## src/rtl/uart_pkg.sv

```systemverilog
// Shared UART types and widths, common to the receiver and the board transmitter.
package uart_pkg;

   localparam int UART_DATA_BITS = 8;
   localparam int UART_BIT_TMR_W = 24;

   typedef enum logic [2:0] {
      IDLE,
      START,
      DATA,
      STOP,
      BREAK
   } uart_rx_state_t;

endpackage

```

## src/rtl/uart_rx_if.sv

```systemverilog
// Signal bundle for uart_rx; the master side drives the line and baud divisor.
interface uart_rx_if;

   // DATA_VALID and FRAME_ERROR are single-cycle strobes with no back-pressure:
   // the consumer must take DATA in the cycle DATA_VALID is high.
   logic [uart_pkg::UART_BIT_TMR_W-1:0] BIT_TMR_MAX;
   logic                                UART_RX;
   logic [uart_pkg::UART_DATA_BITS-1:0] DATA;
   logic                                DATA_VALID;
   logic                                FRAME_ERROR;
   logic                                BUSY;
   uart_pkg::uart_rx_state_t            dbg_state;

   modport master (
      output BIT_TMR_MAX, UART_RX,
      input  DATA, DATA_VALID, FRAME_ERROR, BUSY, dbg_state
   );

   modport slave (
      input  BIT_TMR_MAX, UART_RX,
      output DATA, DATA_VALID, FRAME_ERROR, BUSY, dbg_state
   );

endinterface

```

## src/rtl/uart_rx_sync.sv

```systemverilog
// Two-flop synchroniser for the raw RX pin, plus an optional 2-of-3 majority
// filter on the synchronised line when UART_RX_MAJORITY_EN is defined.
module uart_rx_sync (
   input  logic clk,
   input  logic rst,
   input  logic rx_i,
   output logic rx_s,
   output logic bit_smp_src
);

   logic s1_q, s1_d;
   logic s2_q, s2_d;

   always_comb begin
      s1_d = rx_i;
      s2_d = s1_q;
   end

   always_ff @(posedge clk) begin
      if (rst) begin
         s1_q <= 1'b1;
         s2_q <= 1'b1;
      end else begin
         s1_q <= s1_d;
         s2_q <= s2_d;
      end
   end

   assign rx_s = s2_q;

`ifdef UART_RX_MAJORITY_EN
   // hist_q[0] tracks rx_s, [1] and [2] are rx_s one and two cycles earlier.
   logic [2:0] hist_q, hist_d;

   always_comb begin
      hist_d = {hist_q[1:0], s1_q};
   end

   always_ff @(posedge clk) begin
      if (rst) hist_q <= 3'b111;
      else     hist_q <= hist_d;
   end

   assign bit_smp_src = (hist_q[0] & hist_q[1]) | (hist_q[0] & hist_q[2]) |
                        (hist_q[1] & hist_q[2]);
`else
   assign bit_smp_src = s2_q;
`endif

endmodule

```

## src/rtl/uart_rx.sv

```systemverilog
// 8N1 UART receiver: start detect, mid-bit sampling, byte strobe and framing error.
// UART_RX_MAJORITY_EN selects majority-filtered bit samples (see uart_rx_sync).
module uart_rx
   import uart_pkg::*;
(
   input  logic     CLK,
   input  logic     RESET,
   uart_rx_if.slave rx
);

   logic rx_s;
   logic bit_smp;

   uart_rx_sync u_sync (
      .clk         (CLK),
      .rst         (RESET),
      .rx_i        (rx.UART_RX),
      .rx_s        (rx_s),
      .bit_smp_src (bit_smp)
   );

   uart_rx_state_t                state_q, state_d;
   logic [UART_BIT_TMR_W-1:0]     tmr_q, tmr_d;
   logic [UART_BIT_TMR_W-1:0]     tmr_max_q, tmr_max_d;
   logic [UART_BIT_TMR_W-1:0]     half;
   logic [3:0]                    bits_q, bits_d;
   logic [UART_DATA_BITS-1:0]     shift_q, shift_d;
   logic [UART_DATA_BITS-1:0]     data_q, data_d;
   logic                          dv_q, dv_d;
   logic                          fe_q, fe_d;
   logic                          busy_q, busy_d;

   assign half = tmr_max_q >> 1;

   always_ff @(posedge CLK) begin
      if (RESET) state_q <= IDLE;
      else       state_q <= state_d;
   end

   always_comb begin
      state_d   = state_q;
      tmr_d     = tmr_q;
      tmr_max_d = tmr_max_q;
      bits_d    = bits_q;
      shift_d   = shift_q;
      data_d    = data_q;
      dv_d      = 1'b0;
      fe_d      = 1'b0;
      case (state_q)
         IDLE: begin
            tmr_d = '0;
            if (!rx_s) begin
               tmr_max_d = rx.BIT_TMR_MAX;
               state_d   = START;
            end
         end
         START: begin
            if (tmr_q == half) begin
               tmr_d = '0;
               if (bit_smp) begin
                  state_d = IDLE;
               end else begin
                  bits_d  = 4'(UART_DATA_BITS);
                  state_d = DATA;
               end
            end else begin
               tmr_d = tmr_q + 1'b1;
            end
         end
         DATA: begin
            if (tmr_q == tmr_max_q) begin
               shift_d = {bit_smp, shift_q[UART_DATA_BITS-1:1]};
               bits_d  = bits_q - 1'b1;
               tmr_d   = '0;
               if (bits_q == 4'd1) state_d = STOP;
            end else begin
               tmr_d = tmr_q + 1'b1;
            end
         end
         STOP: begin
            if (tmr_q == tmr_max_q) begin
               tmr_d = '0;
               if (bit_smp) begin
                  data_d  = shift_q;
                  dv_d    = 1'b1;
                  state_d = IDLE;
               end else begin
                  fe_d    = 1'b1;
                  state_d = BREAK;
               end
            end else begin
               tmr_d = tmr_q + 1'b1;
            end
         end
         BREAK: begin
            // Hold off re-arming until the line is released after a break.
            tmr_d = '0;
            if (rx_s) state_d = IDLE;
         end
         default: begin
            tmr_d   = '0;
            state_d = IDLE;
         end
      endcase
      busy_d = (state_d != IDLE);
   end

   always_ff @(posedge CLK) begin
      if (RESET) begin
         tmr_q     <= '0;
         tmr_max_q <= '0;
         bits_q    <= '0;
         shift_q   <= '0;
         data_q    <= '0;
         dv_q      <= 1'b0;
         fe_q      <= 1'b0;
         busy_q    <= 1'b0;
      end else begin
         tmr_q     <= tmr_d;
         tmr_max_q <= tmr_max_d;
         bits_q    <= bits_d;
         shift_q   <= shift_d;
         data_q    <= data_d;
         dv_q      <= dv_d;
         fe_q      <= fe_d;
         busy_q    <= busy_d;
      end
   end

   assign rx.DATA        = data_q;
   assign rx.DATA_VALID  = dv_q;
   assign rx.FRAME_ERROR = fe_q;
   assign rx.BUSY        = busy_q;
   assign rx.dbg_state   = state_q;

endmodule
```

## src/flat_wrapper.sv

```systemverilog
// flat-port wrapper written by rule: the top's interface ports become plain ports
module uart_rx_flat import uart_pkg::*;
  (CLK, RESET, rx_BIT_TMR_MAX, rx_UART_RX, rx_DATA, rx_DATA_VALID, rx_FRAME_ERROR, rx_BUSY, rx_dbg_state);
  uart_rx_if rx_i ();
  input  logic CLK;
  input  logic RESET;
  input wire logic [$bits(rx_i.BIT_TMR_MAX)-1:0] rx_BIT_TMR_MAX;
  input wire logic [$bits(rx_i.UART_RX)-1:0] rx_UART_RX;
  output wire logic [$bits(rx_i.DATA)-1:0] rx_DATA;
  output wire logic [$bits(rx_i.DATA_VALID)-1:0] rx_DATA_VALID;
  output wire logic [$bits(rx_i.FRAME_ERROR)-1:0] rx_FRAME_ERROR;
  output wire logic [$bits(rx_i.BUSY)-1:0] rx_BUSY;
  output wire logic [$bits(rx_i.dbg_state)-1:0] rx_dbg_state;
  assign rx_i.BIT_TMR_MAX = rx_BIT_TMR_MAX;
  assign rx_i.UART_RX = rx_UART_RX;
  assign rx_DATA = rx_i.DATA;
  assign rx_DATA_VALID = rx_i.DATA_VALID;
  assign rx_FRAME_ERROR = rx_i.FRAME_ERROR;
  assign rx_BUSY = rx_i.BUSY;
  assign rx_dbg_state = rx_i.dbg_state;
  uart_rx u_core (.CLK(CLK), .RESET(RESET), .rx(rx_i));
endmodule
```

## config.mk

```make
export PLATFORM = sky130hd
export DESIGN_NAME = uart_rx_flat
export DESIGN_NICKNAME = d
export VERILOG_FILES = /design/src/rtl/uart_pkg.sv /design/src/rtl/uart_rx_if.sv /design/src/rtl/uart_rx_sync.sv /design/src/rtl/uart_rx.sv /design/src/flat_wrapper.sv
export SDC_FILE = /design/constraint.sdc
export NUM_CORES = 1
export LEC_CHECK = 0
export ABC_AREA = 1
export CELL_PAD_IN_SITES_DETAIL_PLACEMENT = 0
export CELL_PAD_IN_SITES_GLOBAL_PLACEMENT = 1
export CORE_MARGIN = 1
export CORE_UTILIZATION = 45
export CTS_BUF_LIST = sky130_fd_sc_hd__clkbuf_4 sky130_fd_sc_hd__clkbuf_8
export DETAILED_ROUTE_END_ITERATION = 7
export PLACE_DENSITY = 0.95
export SETUP_SLACK_MARGIN = 0.5
export SYNTH_ARGS = -nofsm -noshare
export SYNTH_HDL_FRONTEND = slang
export SYNTH_HIERARCHICAL = 1
export SYNTH_SLANG_ARGS = --single-unit
```

## constraint.sdc

```tcl
create_clock -name CLK -period 4.1 [get_ports CLK]
set_clock_uncertainty 0.2 [all_clocks]
set_input_delay 0.82 -clock CLK [delete_from_list [all_inputs] [get_ports CLK]]
set_output_delay 0.82 -clock CLK [all_outputs]
set_load 0.02 [all_outputs]
```

==> impl_metrics.toml <==
[sta]
setup_viol = 0
maxSlewHeadroom = 0.593
worstMarginPinSlew_ps = 609
rsz0062_at_grt = "no"
fmax_mhz = 403
finalHoldViolations = 0
setup_tns_ps = 0
period_share = 0.605
final_max_slew_viol_count = 0
fin_crit_ps = 2480

[global_route]
antenna_found_initial = 0
grt_max_degree = 31
grt_remaining_overflow = 0
grt_pass1_vias = 3259
grt.total_usage = 0.206
grt_pass1_wl_um = 14500

[die]
dieArea_um2 = 9030
fp.dieW_um = 95.0
io_pins = 41
core-area_um2 = 8300
rows = 33
start_util = 0.469
die_y_um = 95.0

[route]
wirelength_um = 8340
route.detailed.drc = 0
vias_per_cell = 4.84
met2_length_um = 3890
drt-initial-drc-count = 167
wire_per_inst_um = 11.7
ant_nets = 0
firstDrtPassIters = 4
route.met3.wl_um = 327
wirelength_met1_um = 3980
dr.max_layer_used = "met4"
vias = 3451

[worst_setup_path]
cp.arrival_ps = 2550
path_cells = "clkdlybuf4s50_1 -> inv_1 -> nand4_4 -> nor2_1"
critPathKind = "input port to flop"
critPathMaxStageDelay_ps = 560
cp-start-kind = "input port"
end_kind = "flop"
cp_slowest_cell = "clkdlybuf4s50_1"
crit_fanout = 24
cp.required_ps = 4160
cp_num_buf_inv = 2
cp_top_family = "buffers and inverters"
r2r_setup_slack_ps = 1860

[finish]
mostFrequentLayoutCells = "nand2_1 (137), inv_1 (79), nor2_1 (79), dfxtp_1 (76), o21ai_0 (46)"
drive_above_1_share = 0.0559
fillers = 846
multi_input_area_um2 = 1930
num_antenna_cells = 0
fin_util = 0.540
seq_area_um2 = 1520
nets = 633
layout_commonest_cell = "nand2_1"
area_growth_syn_to_layout_pct = 15.2

[synthesis]
yosysWarnings = 6
ys_async_sr_fraction = 0
synth_area_leaders = "dfxtp_1 (39%), nand2_1 (13%), inv_1 (7.6%), nor2_1 (7.6%), o21ai_0 (5.9%)"
synth_top_area_cell = "dfxtp_1"
ys_types = 37
synthFlopType = "dfxtp_1"
ys_seq_area_frac = 0.391
syn_avg_cell_area_um2 = 6.82
synth-seq-cells = 76
post-synth-top-area-fraction = 0.391
syn_inst = 571
synth_fp_nets = 601
synth_area_um2 = 3890
synth-edff-count = 0

[clocking]
cts.htree.levels = 3
post_cts_resized = 0
post-cts-setup-buffers = 0
cts_buffers = 9
max-clock-path-buffers = 2
cts_tree = "yes"
clk_latency_ps = 340
hold_buffers = 0
clock-sinks = 76
cts_root_buf = "clkbuf_8"
clkTransAtPathRegs_ps = 80

[pwr]
report.power.total_mw = 1.43
powerDensity_nw_per_um2 = 319
p_leak_nw = 1.86
vdd.ir_drop.worst_mv = 0.154

[placement]
dp_hpwl_um = 6290
globalplace.congestion = 0.841
io_buffer_count = 40

[outcome]
status = "complete, no violations"

[run]
maxCapViolations = 0

[worst_hold_path]
hold_class = "flop to flop"
synthesized netlist by cell type, types with 3 or more instances:
library cell,number
nand2_1,137
inv_1,79
nor2_1,79
dfxtp_1,76
o21ai_0,46
a21oi_1,39
xor2_1,24
nand3_1,18
xnor2_1,11
nor3_1,8
clkbuf_1,7
buf_6,5
nand4_1,5
buf_2,4
nand2_2,4
ha_1,3
state kept, by name, summed over array words and instances, names as in the netlist:
name,count
u_core/tmr_max_q,24
u_core/tmr_q,24
u_core/rx.BUSY,1
u_core/u_sync/s1_q,1
u_core/rx.DATA,8
u_core/shift_q,8
u_core/rx.FRAME_ERROR,1
u_core/rx.DATA_VALID,1
u_core/rx.dbg_state,3
u_core/u_sync/bit_smp_src,1
u_core/bits_q,4
worst register-to-register path, stage by stage (launching register included):
cell and delay [ps]:
dfxtp_1 490, nand2_1 100, nand2_1 80, nand2_1 60
nor2_1 150, nand2_1 120, nor2_4 180, nand3_2 260
inv_1 290, o21ai_0 120, a21oi_1 130
cell families after synthesis:
| group | share of synthesized area |
|---|---|
| flops | 0.391 |
| buf+inv | 0.114 |
| xor+xnor | 0.0788 |
| simple gates | 0.289 |
| compound gates | 0.118 |
| fa+ha+maj | 0.00964 |
where the power goes:
part           switching [mW]  total [mW]  internal (mW)
Combinational          0.0853       0.151         0.0652
Sequential             0.0138       0.767          0.754
Clock                   0.280       0.515          0.235
Total                   0.379        1.43           1.05
area by class of cell:
class	count	area share
Multi-Input combinational cell	391	0.430
Clock inverter	6	0.00893
Timing Repair Buffer	42	0.0926
Tap cell	105	0.0293
Clock buffer	10	0.0307
Sequential cell	76	0.339
Inverter	83	0.0697
per-stage QoR:
| stage | hold slack (ps) | setup WS (ps) | cell area [um^2] | std cells |
|---|---|---|---|---|
| 2_1_floorplan | 187 | 2240 | 3890 | 571 |
| 3_3_place_gp | 191 | 1310 | 4310 | 697 |
| 3_5_place_dp | 211 | 1240 | 4310 | 697 |
| 4_1_cts | 231 | 1610 | 4490 | 713 |
| 5_1_grt | 267 | 1420 | 4490 | 713 |
| 6_report | 230 | 1620 | 4490 | 713 |
metal layers:
| metal | up-vias | global-route usage |
|---|---|---|
| met5 | - | 0 |
| met4 | 0 | 0.0934 |
| met3 | 11 | 0.0314 |
| met2 | 69 | 0.331 |
| met1 | 1543 | 0.271 |
| li1 | 1828 | - |
worst paths after layout:
kind | endpoint | start | depth (start not counted)
worst min-delay path | u_core/u_sync/bit_smp_src | u_core/u_sync/s1_q | 2
worst min register to register | u_core/u_sync/bit_smp_src | u_core/u_sync/s1_q | 2
worst max register to register | u_core/shift_q[6] | u_core/tmr_q[17] | 10
worst max-delay path | u_core/tmr_q[17] | RESET | 4
No activity file was read; power rests on OpenSTA's default activity.
